<file path="config.mk">
export PLATFORM = sky130hd
export DESIGN_NAME = axis_window_crop
export DESIGN_NICKNAME = d
export VERILOG_FILES = /design/src/rtl/axis_window_crop_pkg.sv /design/src/rtl/axis_reg_slice.sv /design/src/rtl/axis_window_crop.sv
export SDC_FILE = /design/constraint.sdc
export NUM_CORES = 1
export LEC_CHECK = 0
export BUFFER_PORTS_ARGS = -buffer_cell sky130_fd_sc_hd__buf_2
export CORE_ASPECT_RATIO = 1.1
export CORE_MARGIN = 5
export CORE_UTILIZATION = 50
export CTS_CLUSTER_DIAMETER = 100
export DETAILED_ROUTE_END_ITERATION = 8
export PLACE_DENSITY = 0.66
export SYNTH_ARGS = -nofsm -noshare
export SYNTH_HDL_FRONTEND = slang
export SYNTH_SLANG_ARGS = --single-unit
</file>
<file path="constraint.sdc">
create_clock -name clk -period 5.65 [get_ports clk]
set_clock_uncertainty 0.2 [all_clocks]
set_input_delay 0.565 -clock clk [delete_from_list [all_inputs] [get_ports clk]]
set_output_delay 0.565 -clock clk [all_outputs]
set_load 0.01 [all_outputs]
</file>
<file path="src/rtl/axis_window_crop_pkg.sv">
// Shared types for the window cropper and its output register slice.
//   crop_state_e : frame-scan state encoding
//   win_cfg_t    : window configuration latched at start of frame
package axis_window_crop_pkg;

  localparam int WIN_WBITS = 12;
  localparam int WIN_HBITS = 12;

  typedef enum logic [1:0] {
    WAIT_SOF = 2'd0,
    ACTIVE   = 2'd1,
    DRAIN    = 2'd2
  } crop_state_e;

  typedef struct packed {
    logic [WIN_WBITS-1:0] left;
    logic [WIN_WBITS-1:0] width;
    logic [WIN_HBITS-1:0] top;
    logic [WIN_HBITS-1:0] height;
  } win_cfg_t;

endpackage

</file>
<file path="src/rtl/axis_reg_slice.sv">
// Single-beat AXI4-Stream output register.
//   clk, reset           : clock, async active-high reset
//   s_valid/s_data/s_ready : upstream side; s_ready = ~m_valid | m_ready
//   m_valid/m_data/m_ready : downstream side; beat held stable until m_ready
module axis_reg_slice #(
  parameter int C_WIDTH = 8
) (
  input  logic               clk,
  input  logic               reset,
  input  logic               s_valid,
  input  logic [C_WIDTH-1:0] s_data,
  output logic               s_ready,
  output logic               m_valid,
  output logic [C_WIDTH-1:0] m_data,
  input  logic               m_ready
);

  // Can take a new beat whenever the register is empty or is draining now.
  assign s_ready = ~m_valid | m_ready;

  // NOTE: state is written with <= so every register samples pre-edge values;
  // the data register is reset too, so the outputs read 0 out of reset.
  always_ff @(posedge clk or posedge reset) begin
    if (reset) begin
      m_valid <= 1'b0;
      m_data  <= '0;
    end else if (s_ready) begin
      m_valid <= s_valid;
      if (s_valid) m_data <= s_data;
    end
  end

endmodule

</file>
<file path="src/rtl/axis_window_crop.sv">
// Crops a rectangular window out of an AXI4-Stream video frame
// (tuser = SOF, tlast = EOL) and re-frames it with its own SOF/EOL.
//   clk, reset                 : clock, async active-high reset
//   win_left/width/top/height  : window, sampled on each accepted SOF beat
//   s_axis_*                   : input video stream
//   m_axis_*                   : cropped output stream (one register stage)
//   frame_done                 : pulse after the last window pixel's handshake
module axis_window_crop
  import axis_window_crop_pkg::*;
#(
  parameter int C_PIXEL_WIDTH = 8,
  parameter int C_IMG_WBITS   = WIN_WBITS,
  parameter int C_IMG_HBITS   = WIN_HBITS
) (
  input  logic                     clk,
  input  logic                     reset,
  input  logic [C_IMG_WBITS-1:0]   win_left,
  input  logic [C_IMG_WBITS-1:0]   win_width,
  input  logic [C_IMG_HBITS-1:0]   win_top,
  input  logic [C_IMG_HBITS-1:0]   win_height,
  input  logic                     s_axis_tvalid,
  input  logic [C_PIXEL_WIDTH-1:0] s_axis_tdata,
  input  logic                     s_axis_tuser,
  input  logic                     s_axis_tlast,
  output logic                     s_axis_tready,
  output logic                     m_axis_tvalid,
  output logic [C_PIXEL_WIDTH-1:0] m_axis_tdata,
  output logic                     m_axis_tuser,
  output logic                     m_axis_tlast,
  input  logic                     m_axis_tready,
  output logic                     frame_done
);

  localparam int XW  = C_IMG_WBITS + 1;
  localparam int YW  = C_IMG_HBITS + 1;
  localparam int PAY = C_PIXEL_WIDTH + 3;   // {win_end, user, last, data}

  crop_state_e             state;
  win_cfg_t                cfg, cur_cfg;
  logic [C_IMG_WBITS-1:0]  col, cur_col;
  logic [C_IMG_HBITS-1:0]  row, cur_row;
  logic                    first_sent, cur_first;
  logic                    accept, in_frame, keep, last_col, win_end, empty_win;
  logic [XW-1:0]           col_end;         // exclusive right bound
  logic [YW-1:0]           row_end;         // exclusive bottom bound
  logic                    slice_ready;
  logic [PAY-1:0]          slice_in, slice_out;

  assign s_axis_tready = slice_ready;
  assign accept        = s_axis_tvalid & slice_ready;

  // An SOF beat is pixel (0,0) of a new frame, judged against the window
  // being latched on this same beat rather than the stale shadow copy.
  // NOTE: every always_comb output gets a default first so no latch is inferred.
  always_comb begin
    cur_cfg   = cfg;
    cur_col   = col;
    cur_row   = row;
    cur_first = first_sent;
    if (s_axis_tuser) begin
      cur_cfg   = '{left: win_left, width: win_width, top: win_top, height: win_height};
      cur_col   = '0;
      cur_row   = '0;
      cur_first = 1'b0;
    end
    in_frame  = s_axis_tuser | (state == ACTIVE);
    // One extra bit so left+width never wraps.
    col_end   = {1'b0, cur_cfg.left} + {1'b0, cur_cfg.width};
    row_end   = {1'b0, cur_cfg.top} + {1'b0, cur_cfg.height};
    empty_win = (cur_cfg.width == '0) | (cur_cfg.height == '0);
    keep      = in_frame
              & (cur_col >= cur_cfg.left) & ({1'b0, cur_col} < col_end)
              & (cur_row >= cur_cfg.top)  & ({1'b0, cur_row} < row_end);
    // A short line clips the window on the right: input EOL ends the row.
    last_col  = ({1'b0, cur_col} == col_end - XW'(1)) | s_axis_tlast;
    win_end   = keep & last_col & ({1'b0, cur_row} == row_end - YW'(1));
  end

  assign slice_in = {win_end, keep & ~cur_first, last_col, s_axis_tdata};

  always_ff @(posedge clk or posedge reset) begin
    if (reset) begin
      state      <= WAIT_SOF;
      cfg        <= '0;
      col        <= '0;
      row        <= '0;
      first_sent <= 1'b0;
      frame_done <= 1'b0;
    end else begin
      frame_done <= m_axis_tvalid & m_axis_tready & slice_out[PAY-1];
      if (accept) begin
        if (s_axis_tuser) cfg <= cur_cfg;
        if (in_frame) begin
          first_sent <= cur_first | keep;
          // Counters saturate instead of wrapping on malformed frames.
          if (s_axis_tlast) begin
            col <= '0;
            row <= (&cur_row) ? cur_row : cur_row + C_IMG_HBITS'(1);
          end else begin
            col <= (&cur_col) ? cur_col : cur_col + C_IMG_WBITS'(1);
            row <= cur_row;
          end
          state <= (win_end | empty_win) ? DRAIN : ACTIVE;
        end
      end
    end
  end

  axis_reg_slice #(.C_WIDTH(PAY)) u_out_slice (
    .clk     (clk),
    .reset   (reset),
    .s_valid (accept & keep),
    .s_data  (slice_in),
    .s_ready (slice_ready),
    .m_valid (m_axis_tvalid),
    .m_data  (slice_out),
    .m_ready (m_axis_tready)
  );

  assign m_axis_tdata = slice_out[C_PIXEL_WIDTH-1:0];
  assign m_axis_tlast = slice_out[C_PIXEL_WIDTH];
  assign m_axis_tuser = slice_out[C_PIXEL_WIDTH+1];

endmodule

</file>
# After elaboration in Yosys (flattened, before gate mapping)
# Index checks and enable logic that the tools add are counted.
# classes
add_sub_neg	6
mul	0
n_div	0
order_cmp	4
eq_ne	3
n_shift	0
mux	9
bitwise_logic	19
reduce_logical	7
# op_table
cell	n
2-to-1 mux 12 bit	6
2-to-1 mux 48 bit	1
adder 12 x 12 -> 13 bit	2
equality test 12 x 13 -> 1 bit	2
less-than comparator 12 x 13 -> 1 bit	2
subtractor 13 x 1 -> 13 bit (second input constant)	2
adder 12 x 1 -> 12 bit (second input constant)	2
>= comparator 12 bit	2
zero test 12 bit	2
AND reduction 12 bit	2
bitwise AND 1 bit	11
OR 1 bit	6
AND reduction 2 bit	3
equality test 2 x 1 -> 1 bit (second input constant)	1
2-to-1 mux 2 bit	1
NOT 1 bit	2
2-to-1 mux 1 bit	1
# word_totals
register_bits	88
latch_bits	0
ram_bits	0
mem_bits_ro	0
input_bits	62
out_inout_bits	13
elab_cells	59
n_memories	0

# Longest topological paths before layout
# Gate-level depths: netlist (run 1).
# depth
depth_word	10
depth_mapped	28
ltp_nobuf	21

# By module
# A second synthesis (run 1) with hierarchy kept.
# unflattened
hier_cells	851
hier_area_um2	7846.3
# modules_own_cells
module	instances	cells_per_inst	area_each_um2	seq_area_each_um2
axis_window_crop	1	823	7328.3	1901.8
axis_reg_slice	1	28	518.0	300.3

# Worst setup path before layout (run 1)
# OpenSTA, ideal clock, no wires.
# synth_timing
path_kind	input to register
startpoint	in s_axis_tuser
endpoint	reg u_out_slice.m_data[0]
setup_time_ns	0.127
t_arrival_ns	5.745
t_required_ns	5.323
setup_slack_ns	-0.422
cell_stages	27
path_buffers	7
cell_sequence	clkbuf_1 > buf_2 > buf_1 > clkbuf_1 > buf_1 > mux2_2 > ha_1 > inv_1 > fa_1 > nor2b_1 > o2111ai_1 > a311oi_1 > o21ai_0 > and3_1 > inv_1 > ha_1 > a211oi_1 > o21ai_0 > a31oi_1 > nor2_1 > o31ai_1 > a21boi_0 > a311oi_1 > and3_1 > buf_4 > buf_6 > mux2_1
# synth_lines
item	line	text
start, declared	axis_window_crop.sv:23	input logic s_axis_tuser,
end signal, assigned	axis_reg_slice.sv:29	if (s_valid) m_data <= s_data;
end, declared	axis_reg_slice.sv:14	output logic [C_WIDTH-1:0] m_data,

==> impl_results.md, run 1 <==
- Skew-Pair Late Insertion Delay: 0.36 ns
- Synth unique cells: 90
- Die area: 0.0185 mm²
- Peak supply drop: 0.168 mV
- Ys Warns: 0
- Final setup viols: 0
- Clock tree buffer depth: 2
- Post-synth top flop: dfrtp_1
- Routed vias/inst: 5.64
- Area contributors post-synth: dfrtp_1 (28%), ha_1 (12%), mux2_2 (9.1%), xnor2_1 (4.0%), mux2i_1 (3.9%)
- Syn Inst Count: 875
- Worst Hold Class: in -> async
- Routed WL: 19.0 mm
- # Post-CTS Setup Buffers: 0
- Root cell of the clock tree: clkbuf_16
- Cell Rows: 48
- Util after Layout: 56.3%
- Vias in the first global route: 6,479
- DPL Wire Length: 15.0 mm
- Setup_tns: 0 ns
- Outcome: complete, no violations
- Starting Density: 50.7%
- Layout cells sized above 1: 21.6%
- Initial DRC count: 325
- Setup crit start kind: input port
- Max-cap violations: 0
- Nets: 1,071
- First-pass GRT wire length: 32.3 mm
- CP Cell Sequence: buf_4, buf_12, mux2_2, ha_1, inv_1, fa_1, nor2b_1, o2111ai_1, a311oi_1, o21ai_0, and3_1, inv_1, ha_1, a211oi_1, o21ai_0, a31oi_1, nor2_1, o31ai_1, a21boi_0, a311oi_1, and3_1, buf_12, mux2_1
- Final Critical Period: 5.11 ns
- Die H: 142 µm
- Synth Area per Inst: 9.09 µm²
- Post-route cell area: 0.00882 mm²
- Synthesis-to-layout area growth: 10.9%
- CP Capture Type: flop
- Overall Global Routing Usage: 21.8%
- Worst path bufs/invs: 5
- Antenna violations before repair: 0
- Top-count cell post-synth: dfrtp_1
- Critical path class: in -> reg
- Placement Cell Area: 0.00852 mm²
- Tcrit/Tclk final: 90.5%
- CTS Buf Count: 9
- Post-route ant nets: 0
- Max Fclk: 196 MHz
- CP required: 5.68 ns
- Final Hold Viols: 0
- # IOs: 75
- Max-slew violations: 0
- Post-Syn Area: 0.00795 mm²
- Largest net degree at the start of global routing: 68
- Crit-path max cell delay: 0.41 ns
- Post-synth top area share: 27.7%
- #FFs+latches synth: 88
- Wire per inst: 16.7 µm
- DRC viols: 0
- IO Port Bufs: 74
- Chip width: 130 µm
- Via count: 6,416
- N_diodes: 0
- Sink Count: 88
- Slowest CP cell: fa_1
- Core Box Area: 0.0157 mm²
- Worst slew pin tran: 0.891 ns
- CTS tree: built
- Grt total ovfl: 0
- Slew HR: 40.6%
- Post-synth top area cell: dfrtp_1
- Power density over cell area: 279 mW/mm²
- RSZ-0062 raised after global routing: no
- Post-CTS Hold Buffers: 0
- Ys async rst share: 100%
- Top cells by count, synth: dfrtp_1 (88), nand2_1 (76), ha_1 (75)
- Clk slew on worst S/H paths: 0.07 ns
- Total nets after synthesis: 1,014
- Routability cong.: 0.895
- Worst EP arrival: 5.15 ns
- H-tree depth: 3
- Post-cts sizing count: 0
- Drt first pass iters: 5
- Register area: 0.00220 mm²
- Pleak: 4.17 nW
- Top delay family on crit path: compound AO/OA/AOI/OAI gates
- Fill count: 1,397
- Number of synthesized flops with an enable pin: 0
- Multi-input gate area: 0.00532 mm²
- Post-synthesis sequential area ratio: 27.7%
- CP max FO: 19
[per-layer routing]
layer / vias to the layer above / GRT usage, % / wire [µm]
li1: 3267 / - / -
met4: 0 / 8.53 / 617
met5: - / 0 / 0
met3: 40 / 4.09 / 545
met1: 2999 / 26.6 / 8290
met2: 110 / 37.7 / 9540
[stage by stage]
stage | hold slack, ns | instances | setup WS, ns | power (mW)
CTS | 0.0918 | 1137 | 0.595 | 2.48
global placement | 0.241 | 1121 | 0.399 | 1.85
global route | 0.132 | 1137 | 0.146 | 2.66
detailed placement | 0.245 | 1121 | 0.240 | 1.87
finish | 0.0742 | 1137 | 0.536 | 2.46
floorplan | 0.235 | 875 | 0.0155 | 1.60
[cell families (layout without fill, tap and decap cells)]
group	count (synthesis)	after routing	synth area share, %
simple gates	265	265	17.3
compound gates	185	185	16.5
mux	103	103	14.1
buf+inv	102	164	5.59
flops	88	88	27.7
fa+ha+maj	77	77	12.3
xor+xnor	55	55	6.61
[where the power goes]
| group | total [mW] | internal [mW] | switching [mW] |
|---|---|---|---|
| clock | 0.601 | 0.311 | 0.289 |
| sequential | 0.715 | 0.688 | 0.0276 |
| combinational | 1.14 | 0.505 | 0.638 |
| total | 2.46 | 1.50 | 0.954 |
[flip-flops by register name, summed over array words and instances (netlist names)]
signal,flops
cfg,48
col,12
row,12
u_out_slice.m_data,11
state,2
first_sent,1
frame_done,1
u_out_slice.m_valid,1
[cell usage in the layout (no fill, tap or decap), types with 25 or more instances in the layout]
cell,n
a21oi_1,39
buf_2,73
dfrtp_1,88
ha_1,75
inv_1,52
mux2_2,64
mux2i_1,31
nand2_1,76
nand3_1,25
nor2_1,41
nor2b_1,28
o21ai_0,42
xnor2_1,36
[final cells by class]
cell class	count	share of cell area, %
inverters	54	2.31
clock buffers	9	2.55
repair buffers	94	6.21
flip-flops and latches	88	25.0
well taps	200	2.84
clock inverters	7	0.795
multi-input cells	685	60.3
[final timing paths]
| path | start | end | slack [ns] | depth (start not counted) |
|---|---|---|---|---|
| worst min register to register | first_sent | u_out_slice.m_data[9] | 0.26 | 1 |
| min in group clk | s_axis_tdata[1] | u_out_slice.m_data[1] | 0.22 | 2 |
| max in group asynchronous | reset | row[0] | 4.08 | 3 |
| worst min-delay path | reset | cfg[28] | 0.07 | 2 |
| worst max register to register | cfg[12] | u_out_slice.m_data[7] | 0.86 | 21 |
| worst max-delay path | s_axis_tuser | u_out_slice.m_data[7] | 0.54 | 23 |
(Power assumes the default switching activity.)
==> run 2: changes to the inputs <==
- ABC_AREA: default -> 1
==> run 2 against run 1 <==
Critical path depth grew 1. Via count rose by 25%. Hold slack got worse by 0.033 ns. Flip-flop and latch count is the same. Synthesized cell count increased by 49%.
==> impl_results.md, run 2 <==
- Routed vias/inst: 5.10
- CP required: 5.68 ns
- CP Capture Type: flop
- Clk slew on worst S/H paths: 0.06 ns
- Post-synth top area share: 26.5%
- Largest net degree at the start of global routing: 83
- Wire per inst: 13.8 µm
- Placed Cells: 1,550
- Syn Inst Count: 1,301
- DRC viols: 0
- # IOs: 75
- Max FFs per register: 48
- Post-synth top area cell: dfrtp_1
- Multi-input gate area: 0.00504 mm²
- Total nets after synthesis: 1,440
- CTS Buf Count: 9
- Peak supply drop: 0.153 mV
- Starting Density: 50.8%
- RSZ-0062 raised after global routing: no
- Final setup viols: 0
- Tcrit/Tclk final: 86.0%
- Setup crit start kind: input port
- Synth Area per Inst: 6.39 µm²
- Layout cells sized above 1: 11.7%
- Fin cells: 1,566
- Post-synthesis sequential area ratio: 26.5%
- Chip width: 133 µm
- Max-cap violations: 0
- Vias in the first global route: 7,577
- Max Fclk: 206 MHz
- Cell Rows: 49
- Final Critical Period: 4.86 ns
- # Post-CTS Setup Buffers: 0
- Critical path class: in -> reg
- CTS tree: built
- Post-CTS Hold Buffers: 0
- Antenna violations before repair: 0
- Commonest non-fill, non-tap cells in the layout: nand2_1 (402), inv_1 (218), o21ai_0 (109), nand3_1 (93), dfrtp_1 (88)
- Max-slew violations: 0
- Register area: 0.00220 mm²
- Post-Syn Area: 0.00832 mm²
- #FFs+latches synth: 88
- Reg with most FFs: cfg
- Final WS setup: 0.789 ns
- Slew HR: 51.0%
- Largest regs: cfg: 48 flops, col: 12 flops, row: 12 flops
- Ys Warns: 0
- Top cells by count, synth: nand2_1 (402), inv_1 (219), o21ai_0 (109)
- Sink Count: 88
- Power density over cell area: 278 mW/mm²
- Worst slew pin tran: 0.735 ns
- Commonest non-fill, non-tap cell in the layout: nand2_1
- Post-route ant nets: 0
- Area contributors post-synth: dfrtp_1 (26%), nand2_1 (18%), ha_1 (11%), inv_1 (9.9%), o21ai_0 (6.6%)
- Worst EP arrival: 4.90 ns
- Synthesis-to-layout area growth: 9.81%
- IO Port Bufs: 74
- Clock tree buffer depth: 2
- Post-cts sizing count: 0
- Grt total ovfl: 0
- First-pass GRT wire length: 36.3 mm
- Initial DRC count: 387
- Pleak: 5.15 nW
- Die H: 145 µm
- Core Box Area: 0.0164 mm²
- Fill count: 1,680
- Number of synthesized flops with an enable pin: 0
- CP max FO: 50
- Routed WL: 21.5 mm
- Synth unique cells: 42
- N_diodes: 0
- Drt first pass iters: 5
- Ys async rst share: 100%
- Overall Global Routing Usage: 22.7%
- Worst Hold Class: in -> async
- Final Hold Viols: 0
- Via count: 7,993
- Outcome: complete, no violations
- Post-synth top flop: dfrtp_1
- Routability cong.: 0.928
- Worst Setup Slack post-DPL: 0.443 ns
- H-tree depth: 3
- Nets: 1,496
- Top-count cell post-synth: nand2_1
- Die area: 0.0193 mm²
- Root cell of the clock tree: clkbuf_16
- DPL Wire Length: 17.4 mm
- Setup_tns: 0 ns
- Skew-Pair Late Insertion Delay: 0.35 ns
-- run 2: metal layers --
layer  routed length (µm)  up-vias  global-route usage (%)  part of all wire (%)
li1                     -     4219                       -                     -
met1                 9510     3604                    27.4                    44
met2                10800      135                    41.5                    50
met3                  602       35                    2.77                   2.8
met4                  611        0                    7.95                   2.8
met5                    0        -                       0                     0
-- run 2: metrics by stage --
stage,utilization (%),hold WS [ns],power [mW],instance area (µm²)
floorplan,-,0.248,1.64,8320
global placement,53.8,0.261,1.87,8800
detailed placement,53.8,0.261,1.89,8800
CTS,55.8,0.0510,2.57,9130
global route,55.8,0.0648,2.77,9130
finish,55.8,0.0415,2.54,9130
-- run 2: path summary, 6_finish.rpt --
kind | startpoint | endpoint | slack, ns | depth (start not counted)
max in group asynchronous | reset | cfg[5] | 4.14 | 3
min in group clk | s_axis_tdata[7] | u_out_slice.m_data[7] | 0.21 | 3
min | reset | frame_done | 0.04 | 2
min reg2reg | u_out_slice.m_data[1] | u_out_slice.m_data[1] | 0.27 | 2
max | s_axis_tuser | u_out_slice.m_data[9] | 0.79 | 24
max reg2reg | cfg[37] | u_out_slice.m_data[9] | 1.19 | 22
-- run 2: layout make-up --
class	count	area share (%)
clock buffers	10	2.62
clock inverters	6	1.00
inverters	232	9.56
multi-input cells	944	55.2
flip-flops and latches	88	24.1
well taps	204	2.79
repair buffers	82	4.71
-- run 2: critical path: stages --
cell and delay, ns:
buf_2 0.13, buf_4 0.41, o21ai_0 0.27, ha_1 0.29
fa_1 0.48, nand3_1 0.17, nand2_2 0.11, nand2_1 0.09
nand3_1 0.08, nand2_2 0.14, ha_1 0.26, a21oi_1 0.17
nor2_1 0.06, nor3_1 0.13, nand2_1 0.07, a21oi_1 0.12
nand2_1 0.07, nand2_1 0.06, nand2_1 0.04, a21oi_1 0.23
nand2_1 0.34, inv_1 0.39, nand3_1 0.12, o21a_1 0.13
-- run 2: kinds of logic after synthesis --
kind of cell    count (synthesis)  share of synthesized area (%)
xor+xnor                       24                           2.69
fa+ha+maj                      77                           11.8
buf+inv                       269                           12.9
flops                          88                           26.5
compound gates                171                           11.0
mux                             1                          0.120
simple gates                  671                           35.1
-- run 2: power by group --
part,internal [mW],switching (mW)
sequential,0.708,0.0362
combinational,0.388,0.746
clock,0.402,0.262
